**src/rtl/rotate_amount_finder_pkg.sv**
```systemverilog
// Shared types and constants for the rotator family.
// Direction encoding matches sel_left_or_right_rotate.
package rotate_amount_finder_pkg;

  typedef enum logic [1:0] {
    IDLE   = 2'd0,
    SEARCH = 2'd1,
    DONE   = 2'd2
  } finderState;

  localparam logic DIR_LEFT  = 1'b0;
  localparam logic DIR_RIGHT = 1'b1;

  function automatic int shwOf(input int w);
    return $clog2(w);
  endfunction

endpackage

```
**src/rtl/rotate_amount_finder.sv**
```systemverilog
// Recovers the smallest rotate amount mapping orig to rot,
// testing one candidate per clock with valid/ready on both sides.
module rotate_amount_finder
  import rotate_amount_finder_pkg::*;
#(
  parameter int WIDTH = 32,
  localparam int SHW = shwOf(WIDTH)
) (
  input  logic             clk,
  input  logic             rst,
  input  logic             in_valid,
  output logic             in_ready,
  input  logic [WIDTH-1:0] orig_data,
  input  logic [WIDTH-1:0] rot_data,
  input  logic             dir,
  output logic             out_valid,
  input  logic             out_ready,
  output logic             found,
  output logic [SHW-1:0]   shift_amt
);

  // cnt carries one spare bit so it can never wrap inside SEARCH
  localparam logic [SHW:0] LAST = (SHW+1)'(WIDTH - 1);

  finderState       state;
  logic [WIDTH-1:0] work;
  logic [WIDTH-1:0] target;
  logic             dirQ;
  logic [SHW:0]     cnt;

  logic [WIDTH-1:0] stepped;
  logic             hit;

  // Single-bit rotate of the working word and the candidate compare
  always_comb begin
    stepped = work;
    if (dirQ == DIR_RIGHT) begin
      stepped = {work[0], work[WIDTH-1:1]};
    end else begin
      stepped = {work[WIDTH-2:0], work[WIDTH-1]};
    end
    hit = (work == target);
  end

  // Search FSM with registered handshake and result outputs
  always_ff @(posedge clk) begin
    if (rst) begin
      state     <= IDLE;
      in_ready  <= 1'b1;
      out_valid <= 1'b0;
      found     <= 1'b0;
      shift_amt <= '0;
      work      <= '0;
      target    <= '0;
      dirQ      <= DIR_LEFT;
      cnt       <= '0;
    end else begin
      unique case (state)
        IDLE: begin
          if (in_valid && in_ready) begin
            work      <= orig_data;
            target    <= rot_data;
            dirQ      <= dir;
            cnt       <= '0;
            found     <= 1'b0;
            shift_amt <= '0;
            in_ready  <= 1'b0;
            state     <= SEARCH;
          end
        end
        SEARCH: begin
          if (hit) begin
            found     <= 1'b1;
            shift_amt <= cnt[SHW-1:0];
            out_valid <= 1'b1;
            state     <= DONE;
          end else if (cnt == LAST) begin
            found     <= 1'b0;
            shift_amt <= '0;
            out_valid <= 1'b1;
            state     <= DONE;
          end else begin
            work <= stepped;
            cnt  <= cnt + 1'b1;
          end
        end
        DONE: begin
          if (out_ready) begin
            out_valid <= 1'b0;
            in_ready  <= 1'b1;
            state     <= IDLE;
          end
        end
        default: begin
          state     <= IDLE;
          in_ready  <= 1'b1;
          out_valid <= 1'b0;
        end
      endcase
    end
  end

endmodule

```
**config.mk**
```make
export PLATFORM = sky130hd
export DESIGN_NAME = rotate_amount_finder
export DESIGN_NICKNAME = d
export VERILOG_FILES = /design/src/rtl/rotate_amount_finder_pkg.sv /design/src/rtl/rotate_amount_finder.sv
export SDC_FILE = /design/constraint.sdc
export NUM_CORES = 1
export LEC_CHECK = 0
export BUFFER_PORTS_ARGS = -buffer_cell sky130_fd_sc_hd__buf_2
export CAP_MARGIN = 40
export CORE_UTILIZATION = 40
export DETAILED_ROUTE_END_ITERATION = 10
export GPL_TIMING_DRIVEN = 0
export PLACE_DENSITY_LB_ADDON = 0.05
export SYNTH_ARGS = -nofsm -noshare
export SYNTH_HDL_FRONTEND = slang
export SYNTH_SLANG_ARGS = --single-unit
```
**constraint.sdc**
```tcl
create_clock -name clk -period 2.2 [get_ports clk]
set_input_delay 0.11 -clock clk [delete_from_list [all_inputs] [get_ports clk]]
set_output_delay 0.11 -clock clk [all_outputs]
set_load 0.005 [all_outputs]
```
==> key figures <==
Floorplan
  – Core ar.: 0.00995 sq mm
  – Die height: 104 um
  – Initial Util: 0.420
  – Die area: 0.0109 sq mm
  – Chip Width: 104 um
  – Row count: 36
  – I/O pin cnt: 77

Timing
  – Final count of pins violating max slew: 0
  – RSZ-0062 raised after global routing: no
  – Setup WS post-layout: 0.124 ns
  – Final Setup Violations: 0
  – Max_slew headroom: 0.614
  – Final Cycle Share: 0.944
  – Slew @ Worst Pin: ~0.58 ns
  – Peak Freq: 0.482 GHz
  – Min cycle time layout: approximately 2.1 ns
  – Final hold vios: 0
  – Clock Skews: 0.0117 ns

Drt
  – Vias per cell: 5.14
  – DRT iter0 DRCs: 120
  – Final wirelength: 11900 um
  – Antenna viol nets, final: 0
  – Vias: 3993
  – DR pass1 iterations: 4
  – Drt drc: 0
  – Per-cell routed wire length: 15.3 um

Clocking
  – CTS tree: yes
  – Clk Tree Root Cell: clkbuf_8
  – CTS H-tree lvls: 3
  – Clock latency on the worst-skew pair: 0.36 ns
  – Inserted Clock Buffers: 9
  – Max Root-Sink Buffers: 2
  – Clk slew on worst S/H paths: 0.09 ns
  – Clock sinks: 81

Global route
  – First-pass GRT wire length: 19700 um
  – Tot GR Track Use: 0.226
  – Largest net degree at the start of global routing: 14
  – GR Util met1: 0.319
  – Met2 GRT Util: 0.362
  – GR Overflow Total: 0
  – Grt peak-use layer: met2
  – Initial antenna violation count: 0
  – Met3 Use GR: 0.0251
  – Vias in the first global route: 3846

Setup path
  – Required time worst endpoint: between 2 and 2.5 ns
  – CP max stage cell: nor4_2
  – Critical path peak fanout: 10
  – Crit path DAT: 2.30 ns
  – CP bufs+invs: 2
  – Critical Path End Type: flip-flop
  – Startpoint Class: flip-flop
  – FF-to-FF setup slack: between 0.1 and 0.15 ns
  – CP cell instances: xor2_1 > nor4_2 > nand4_1 > buf_4 > o21a_2 > buf_2 > o21ai_0 > a21oi_1
  – Cell family with most CP delay: simple AND/OR/NAND/NOR gates
  – Max stage delay on crit path: 0.39 ns
  – Critical path type: reg -> reg

Power and ir drop
  – Clock Power Share: 0.321
  – Power density over the cells: 714 mW/mm^2
  – LEAKAGE: between 2 and 2.5 nW
  – P_sw: approximately 1.2 mW
  – Logic gate share of total power: 0.224
  – Sw frac: 0.308
  – Part of the power in registers: 0.455
  – Worst vdd ir: 0.343 mV
  – Tot Pwr: 3.78 mW
  – Internal: 2.61 mW

Final layout
  – Share of cells above drive strength 1: 0.180
  – Fin nets: 710
  – Diodes inserted: 0
  – Commonest non-fill, non-tap cell in the layout: dfxtp_1
  – Commonest non-fill, non-tap cells in the layout: dfxtp_1, buf_2, nand2_1
  – Area Overhead vs Synth: 26.6%

Yosys
  – Mean Syn Cell Area: 8.00 sq um
  – Synth Warn #: 0
  – Yosys top cell area share: 0.388
  – Post-synthesis cell count: ~520
  – Synth Net Count: 592
  – Yosys cell types: 34
  – Dominant cells by area after synthesis: dfxtp_1, mux2i_1, xor2_1
  – Sequential fraction of the synthesis area: 0.388
  – Cell Area, Synth: between 0.004 and 0.005 sq mm
  – Post-synth top area cell: dfxtp_1
  – Synthesis-stage register bit count: 81

Run
  – # Max-Cap Violations: 0

Place
  – DP Worst Slack: -0.126 ns
  – I/O Buffers: 75
  – Detailed Place HPWL: 8440 um
  – RD Place Congestion: 0.818

Outcome
  – Status: complete, no violations

Hold path
  – HP Class: in -> reg
[worst min-delay path, cell delays in order]
cell and delay (ns):
buf_2 0.09, nand2_1 0.05, a21oi_1 0.05
[worst paths after layout]
| check | start | to | depth (start not counted) |
|---|---|---|---|
| setup / recovery | work[1] | shift_amt[1] | 8 |
| hold / removal | rot_data[11] | target[11] | 3 |
| setup reg to reg | work[1] | shift_amt[1] | 8 |
| hold reg to reg | out_valid | out_valid | 1 |
[synthesized netlist by cell type]
library cell	number
a31oi_1	2
o211ai_1	2
a221oi_2	1
or3_1	2
clkbuf_1	34
nand3b_1	1
inv_1	1
buf_1	1
nand2_4	1
dfxtp_1	81
o21a_1	4
nand4_1	2
a211oi_1	32
nor2b_1	1
buf_2	4
o21ba_2	1
or4_1	1
xor2_1	32
o21ai_1	30
o21ai_0	40
nand3_1	13
nand2_1	70
nor4_1	8
or4b_1	2
ha_1	1
nand2b_1	24
and3_1	1
a21oi_1	44
o21ai_2	1
buf_6	4
or2b_1	10
nor3b_1	2
mux2i_1	32
nor2_1	37
[metrics by stage]
step	instances	utilization	hold slack (ns)	area (sq um)	TNS (ns)
2_1_floorplan	522	-	0.246	4180	0
3_3_place_gp	730	0.474	0.350	4720	-3.38
3_5_place_dp	730	0.474	0.357	4720	-2.45
4_1_cts	774	0.527	0.000232	5240	0
5_1_grt	777	0.531	0.0129	5290	0
6_report	777	0.531	0.00562	5290	0
[routing by layer]
layer / up-vias / share of wire / routed length (um)
li1: 2048 / - / -
met1: 1863 / 0.50 / 5910
met2: 73 / 0.46 / 5440
met3: 9 / 0.033 / 398
met4: 0 / 0.014 / 165
met5: - / 0 / 0
[power by group through the flow]
stage / clock network (mW) / logic (mW) / registers [mW]
2_1_floorplan: 0 / 0.529 / 1.71
3_3_place_gp: 0 / 0.764 / 1.75
3_5_place_dp: 0 / 0.769 / 1.75
4_1_cts: 1.24 / 0.828 / 1.72
5_1_grt: 1.30 / 0.939 / 1.74
6_report: 1.21 / 0.847 / 1.72
[flip-flops by register name (all words and copies together), names as in the netlist, 2 cells and up]
| name | flops |
|---|---|
| work | 32 |
| state | 2 |
| shift_amt | 5 |
| target | 32 |
| cnt | 6 |
[repair_timing]
action,in CTS,in global routing
setup buffers,1,3
pin swaps,1,3
hold buffers,28,0
gates resized for setup,3,21
hold endpoints to repair,28,0
setup endpoints to repair,41,42
gates cloned,0,0
[cells by family (layout without fill, tap and decap cells)]
kind of cell | Yosys count | after routing | share of synthesized area
simple gates | 175 | 175 | 0.201
xor+xnor | 32 | 32 | 0.0671
flops | 81 | 81 | 0.388
compound gates | 157 | 157 | 0.216
mux | 32 | 32 | 0.0767
buf+inv | 44 | 166 | 0.0479
fa+ha+maj | 1 | 1 | 0.00299
[cell type report]
| class | instances | area, sq um |
|---|---|---|
| clock inverters | 5 | 80.1 |
| well taps | 133 | 166 |
| repair buffers | 107 | 686 |
| fillers | 1013 | 4670 |
| multi-input cells | 397 | 2390 |
| inverters | 1 | 3.75 |
| flip-flops and latches | 81 | 1620 |
| plain buffers | 43 | 201 |
| clock buffers | 10 | 138 |
Power figures use the tool's default switching activity.
